<file path="src/rtl/key_schedule_ctrl.sv">
// AES-128 key-schedule sequencer: steps an external expander through rounds 0..10,
// captures each round key into an 11-entry store and serves them over a registered read port.
module key_schedule_ctrl #(
  parameter int EXP_LAT = 2,
  parameter int NUM_RK  = 11,
  parameter int KEY_W   = 128
) (
  input  logic             pi_clk,
  input  logic             pi_rst,
  input  logic             pi_key_valid,
  input  logic [KEY_W-1:0] pi_key,
  output logic             po_key_ready,
  output logic [KEY_W-1:0] po_exp_key,
  output logic [3:0]       po_exp_round,
  output logic             po_exp_update,
  input  logic [KEY_W-1:0] pi_exp_key,
  output logic             po_busy,
  output logic             po_done,
  output logic             po_keys_valid,
  input  logic             pi_rk_req,
  input  logic [3:0]       pi_rk_idx,
  output logic             po_rk_valid,
  output logic [KEY_W-1:0] po_rk_data,
  output logic             po_rk_err,
  output logic [2:0]       po_dbg_state
);

  // Key handshake: a key transfers on any rising edge where pi_key_valid && po_key_ready;
  // po_key_ready is registered and only high in IDLE/READY, so offers while busy are dropped.

  typedef enum logic [2:0] {
    S_IDLE  = 3'd0,
    S_STEP  = 3'd1,
    S_WAIT  = 3'd2,
    S_CAPT  = 3'd3,
    S_READY = 3'd4
  } state_t;

  localparam logic [3:0] LAST_RK = 4'(NUM_RK - 1);
  localparam int CNT_W = (EXP_LAT > 1) ? $clog2(EXP_LAT) : 1;
  localparam logic [CNT_W-1:0] WAIT_INIT = CNT_W'(EXP_LAT - 1);

  state_t             state;
  logic [CNT_W-1:0]   wait_cnt;
  logic [KEY_W-1:0]   store [NUM_RK];
  logic               accept;

  assign accept       = pi_key_valid && po_key_ready;
  assign po_dbg_state = state;

  // po_exp_round doubles as the round counter; it only ever advances from CAPT below LAST_RK.
  always_ff @(posedge pi_clk or posedge pi_rst) begin
    if (pi_rst) begin
      state         <= S_IDLE;
      wait_cnt      <= '0;
      po_key_ready  <= 1'b0;
      po_exp_key    <= '0;
      po_exp_round  <= '0;
      po_exp_update <= 1'b0;
      po_busy       <= 1'b0;
      po_done       <= 1'b0;
      po_keys_valid <= 1'b0;
      for (int i = 0; i < NUM_RK; i++) store[i] <= '0;
    end else begin
      po_exp_update <= 1'b0;
      po_done       <= 1'b0;
      case (state)
        S_IDLE, S_READY: begin
          if (accept) begin
            po_exp_key    <= pi_key;
            po_exp_round  <= '0;
            po_keys_valid <= 1'b0;
            po_busy       <= 1'b1;
            po_key_ready  <= 1'b0;
            po_exp_update <= 1'b1;
            state         <= S_STEP;
          end else begin
            po_key_ready <= 1'b1;
            // First READY cycle after the last capture publishes the schedule.
            if (state == S_READY && po_busy) begin
              po_done       <= 1'b1;
              po_keys_valid <= 1'b1;
              po_busy       <= 1'b0;
            end
          end
        end
        S_STEP: begin
          wait_cnt <= WAIT_INIT;
          state    <= S_WAIT;
        end
        S_WAIT: begin
          if (wait_cnt == '0) state <= S_CAPT;
          else                wait_cnt <= wait_cnt - 1'b1;
        end
        S_CAPT: begin
          store[po_exp_round] <= pi_exp_key;
          if (po_exp_round == LAST_RK) begin
            po_key_ready <= 1'b1;
            state        <= S_READY;
          end else begin
            po_exp_round  <= po_exp_round + 4'd1;
            po_exp_update <= 1'b1;
            state         <= S_STEP;
          end
        end
        default: state <= S_IDLE;
      endcase
    end
  end

  // Reads sample the registered po_keys_valid, so a read in the accept cycle still sees the old schedule.
  always_ff @(posedge pi_clk or posedge pi_rst) begin
    if (pi_rst) begin
      po_rk_valid <= 1'b0;
      po_rk_err   <= 1'b0;
      po_rk_data  <= '0;
    end else begin
      po_rk_valid <= 1'b0;
      po_rk_err   <= 1'b0;
      po_rk_data  <= '0;
      if (pi_rk_req) begin
        if (po_keys_valid && pi_rk_idx <= LAST_RK) begin
          po_rk_valid <= 1'b1;
          po_rk_data  <= store[pi_rk_idx];
        end else begin
          po_rk_err <= 1'b1;
        end
      end
    end
  end

endmodule

</file>
<file path="config.mk">
export PLATFORM = sky130hd
export DESIGN_NAME = key_schedule_ctrl
export DESIGN_NICKNAME = d
export VERILOG_FILES = /design/src/rtl/key_schedule_ctrl.sv
export SDC_FILE = /design/constraint.sdc
export NUM_CORES = 2
export LEC_CHECK = 0
export ABC_AREA = 1
export ABC_CLOCK_PERIOD_IN_PS = 89400
export BUFFER_PORTS_ARGS = -buffer_cell sky130_fd_sc_hd__buf_4
export CAP_MARGIN = 20
export CORE_MARGIN = 2
export CORE_UTILIZATION = 40
export CTS_BUF_LIST = sky130_fd_sc_hd__clkbuf_8 sky130_fd_sc_hd__clkbuf_16
export DETAILED_ROUTE_END_ITERATION = 16
export GPL_ROUTABILITY_DRIVEN = 0
export PLACE_DENSITY = 0.65
export SLEW_MARGIN = 40
export SYNTH_ARGS = -nofsm -noshare
export SYNTH_HDL_FRONTEND = slang
export SYNTH_SLANG_ARGS = --single-unit
</file>
<file path="constraint.sdc">
create_clock -name pi_clk -period 89.4 [get_ports pi_clk]
set_clock_uncertainty 0.1 [all_clocks]
set_input_delay 8.94 -clock pi_clk [delete_from_list [all_inputs] [get_ports pi_clk]]
set_output_delay 8.94 -clock pi_clk [all_outputs]
set_load 0.01 [all_outputs]
</file>
# [After elaboration in Yosys (flattened, before gate mapping)]
# Cells that the tools add are included.
[op_classes] n_addsub=2 mul=0 n_div=0 order_cmp=4 eq_ne=9 shifts=0 mux=34 n_bitwise=2 reduce_logical=14
[ops] op="bitwise mux 1408 bit" count=1
[ops] op="2-to-1 mux 128 bit" count=5
[ops] op="binary-select mux 128 bit (select 4 bit)" count=1
[ops] op="demux 128 bit (select 4 bit)" count=1
[ops] op="2-to-1 mux 1 bit" count=16
[ops] op="case mux 3 bit (4 select lines)" count=1
[ops] op="greater-or-equal comparator 5 bit (second input constant)" count=2
[ops] op="inverter 4 -> 5 bit" count=2
[ops] op="2-to-1 mux 3 bit" count=3
[ops] op="2-to-1 mux 4 bit" count=2
[ops] op="!= test 2 bit (second input constant)" count=4
[ops] op="case mux 4 bit (2 select lines)" count=1
[ops] op="AND reduction 2 bit" count=4
[ops] op="== test 3 x 2 -> 1 bit (second input constant)" count=2
[ops] op="case mux 1 bit (2 select lines)" count=3
[ops] op="nonzero test 2 bit" count=3
[ops] op="less-than comparator 5 x 1 -> 1 bit (second input constant)" count=1
[ops] op="adder 4 x 1 -> 4 bit (second input constant)" count=1
[ops] op="== test 4 bit (second input constant)" count=1
[ops] op="less-or-equal comparator 4 bit (second input constant)" count=1
[ops] op="logical AND 1 bit" count=4
[ops] op="== test 3 x 1 -> 1 bit (second input constant)" count=1
[ops] op="== test 3 bit (second input constant)" count=1
[ops] op="logical NOT 3 bit" count=1
[ops] op="3 further kinds" count=3
[word_totals] reg_bits=1679 latch_bits=0 ramBits=0 rom_bits=0 in_bits=264 output_inout_bits=270 elab_cells=88 n_memories=0

# [Longest topological paths before layout]
[depth] word_depth=6 ltp_mapped=11 mapped_depth_nobuf=8

# [Least setup slack after synthesis]
# OpenSTA, ideal clock, no wires.
[synth_path] path_type="input to register" startpoint="input pi_rk_idx[0]" endpoint="register po_rk_data[100]" arrival_ps=10022 required_ps=89229 setup_slack_ps=79206 path_stages=10 path_cell_list="buf_2 nand2_2 inv_1 o21ai_1 nand2_1 nor2_1 buf_2 buf_2 nand2_1 nor2_1"
[synth_via] elab_chain_len=6 elab_cells_between_ends=8
[synth_lines] item="start, declared" line_no="21" source="input logic [3:0] pi_rk_idx,"
[synth_lines] item="inverter 4 -> 5 bit (not written as such)" line_no="124" source="po_rk_data <= store[pi_rk_idx];"
[synth_lines] item="binary-select mux 128 bit (select 4 bit)" line_no="124"
[synth_lines] item="2-to-1 mux 128 bit (not written as such) (2 in series)" line_no="124"
[synth_lines] item="2-to-1 mux 128 bit *" line_no="122" source="if (po_keys_valid && pi_rk_idx <= LAST_RK) begin"
[synth_lines] item="2-to-1 mux 128 bit *" line_no="121" source="if (pi_rk_req) begin"
[synth_lines] item="end signal, assigned" line_no="124"
[synth_lines] item="end, declared" line_no="23" source="output logic [KEY_W-1:0] po_rk_data,"
# Mark *: on every way between the ends. The rest lies on a longest branch, timed or not. The select of a mux whose other input is x is not followed.
# A chain may end at the register's enable or synchronous reset.

==> flow_metrics.tcl <==
set metrics [dict create \
    status "completed" \
    synthToLayoutAreaGrowth_pct 15.6 \
    grt_usage 0.241 \
    rsz0062_at_grt "no" \
    dieHeight_um 438 \
    r2r_slack_ns 85.29 \
    internal-power_mw 1.74 \
    cts_setup_buffers 0 \
    core_um2 188000 \
    grt_start_max_net_pins 156 \
    endpoint_kind "async pin" \
    finalPower_mw 2.55 \
    tns_ns 0 \
    synthCells 9661 \
    cts.sinks 1679 \
    crit_path_frequent_cell "buf_6" \
    via_count 63200 \
    grt_pass1_vias 60800 \
    fin_nets 9989 \
    ys_ff_latch 1679 \
    cts_tree "built" \
    yosysUniqueCellTypes 26 \
    r2r_start "po_exp_round[0]" \
    cts_resized 0 \
    clockRootBuffer "clkbuf_16" \
    die_w_um 438 \
    syn_area_um2 75500 \
    finalCriticalPeriod_ns 12.74 \
    via_per_inst 5.11 \
    crit_fanout 82 \
    grt_overflow 0 \
    slew_headroom 0.401 \
    port_buffers 533 \
    initial_core_util 0.403 \
    setup_violations 0 \
    hold_viol 0 \
    dr.pass1.iters 6 \
    switching_share 0.318 \
    synth_top_cell_area_share 0.556 \
    dp_hpwl_um 126000 \
    worst_pin_slew_ns 0.898 \
    setup.worst_path.start_class "input pin" \
    synthTopCellsByArea "dfrtp_1 (56%), nand2_1 (18%), o21ai_0 (9.0%)" \
    synth_fp_nets 9929 \
    max_stage_delay_ns 0.63 \
    peakVddDrop_mv 0.0186 \
    rr_worst_depth 8 \
    post-route-period-util 0.142 \
    async_flop_share 1.00 \
    powerDensity_nw_per_um2 29.2 \
    p_leak_nw 47.6 \
    min-delay-start "po_exp_key[81]" \
    p_comb_frac 0.227 \
    cts.hold.buffers_added 0 \
    post-route-util 0.465 \
    switchingPower_uw 812 \
    worstPathArrival_ns 13.51 \
    p_seq_frac 0.463 \
    io_pins 534 \
    clk_pin_slew_worst_paths_ns 0.06 \
    drt_iter0_markers 6383 \
    synth_area_leader_cell "dfrtp_1" \
    hold_class "flip-flop to flip-flop" \
    clock_path_buffers 3 \
    fp.dieArea_um2 192000 \
    criticalPathCategory "input pin to async pin" \
    slowest_stage "buf_6" \
    p_clk_frac 0.310 \
    drt_wl_total_um 234000 \
    antenna_found_initial 6 \
    drv_cap 0 \
    regToRegEndpoint "store[562]" \
    clk_latency_ns 0.82 \
    synth.most_common_cell "nand2_1" \
    syn_avg_cell_area_um2 7.82 \
    htree_levels 4 \
    grt_pass1_wl_um 364000 \
    drc 0 \
    synthFlopType "dfrtp_1" \
    hold_path_depth 2 \
    worstHoldEndpoint "po_exp_key[81]" \
    synth_seq_area_share 0.556 \
    yosys_warnings 0 \
    max_freq_mhz 78.5 \
    wl_per_cell_um 18.9 \
    path_cells "buf_4, inv_8, buf_12, buf_6, buf_6, buf_6, buf_6, buf_6, buf_6" \
    drv_slew 0 \
    cts_inserted_buffers 178 \
    std_cell_rows 159 \
    crit_required_ns 90.17 \
    synth-edff-count 0 \
    synth_common_cells "nand2_1 (3530), dfrtp_1 (1679), o21ai_0 (1358)" \
    antenna_left 0 \
    drive_gt1_frac 0.0965 \
]
[kinds of logic after synthesis]
kind of cell | Yosys count | share of synthesized area
compound gates | 1596 | 0.107
xor+xnor | 1 | 0.000116
fa+ha+maj | 4 | 0.000663
buf+inv | 1514 | 0.0789
flops | 1679 | 0.556
simple gates | 4867 | 0.257
[area by class of cell]
cell class	instances	area [µm²]
Fill cell	18200	100000
Sequential cell	1679	42000
Multi-Input combinational cell	6468	27600
Timing Repair Buffer	636	5300
Clock buffer	228	5200
Tap cell	2495	3120
Inverter	758	2900
Clock inverter	101	1110
Antenna cell	3	7.51
[worst max path at each step]
stage                       from  slack, ns    endpoint  cells after the start
after detailed placement  pi_rst      74.75  store[179]                      9
final                     pi_rst      76.66  store[180]                      9
after global routing      pi_rst      76.00  store[692]                      9
after floorplan           pi_rst      32.97     po_busy                      1
after global placement    pi_rst      73.48  store[179]                      9
after CTS                 pi_rst      75.66  store[308]                      9
[critical path: cells and delay by family]
| family | cells | cell delay [ns] |
|---|---|---|
| buf+inv | 9 | 4.27 |
[metrics by stage]
step	hold WS, ns	area [µm²]	worst slack [ns]	instances
global route	0.396	87300	76.00	12400
floorplan	0.353	75500	32.97	9661
CTS	0.384	87100	75.66	12400
global placement	0.363	80400	73.48	12000
detailed placement	0.366	80800	74.75	12000
finish	0.379	87300	76.66	12400
[routing by layer]
metal  up-vias  track usage  wire length, µm
li1      30100            -                -
met5         -            0               33
met1     30600        0.319            98400
met2      2167        0.404           112000
met4         4       0.0798             7350
met3       343       0.0391            15800
[power by group through the flow]
| stage | sequential (mW) | combinational [mW] | clock (mW) |
|---|---|---|---|
| floorplan | 1.18 | 0.403 | 0 |
| global placement | 1.18 | 0.557 | 0 |
| detailed placement | 1.19 | 0.581 | 0 |
| CTS | 1.18 | 0.583 | 0.804 |
| global route | 1.21 | 0.679 | 0.835 |
| finish | 1.18 | 0.579 | 0.791 |
[registers in the layout (all words and copies together) (netlist names)]
signal	cells
po_rk_err	1
po_rk_valid	1
po_exp_round	4
po_exp_key	128
po_keys_valid	1
po_exp_update	1
store	1408
po_key_ready	1
po_busy	1
po_rk_data	128
wait_cnt	1
po_dbg_state	3
po_done	1
[cell usage in the layout (no fill, tap or decap), types with 4 or more instances in the layout]
master / count
o21ai_1: 57
buf_6: 42
a21oi_1: 134
clkbuf_8: 48
nor2_1: 759
ha_1: 4
inv_6: 6
nand2_1: 3529
clkinvlp_4: 4
bufinv_16: 22
buf_12: 16
o21ai_0: 1358
o21bai_1: 46
dfrtp_1: 1679
buf_4: 567
clkinv_2: 30
nand3_1: 435
nand3b_1: 129
buf_16: 7
clkinv_8: 4
clkbuf_16: 183
nand4_4: 7
inv_1: 783
(Power assumes the default switching activity.)
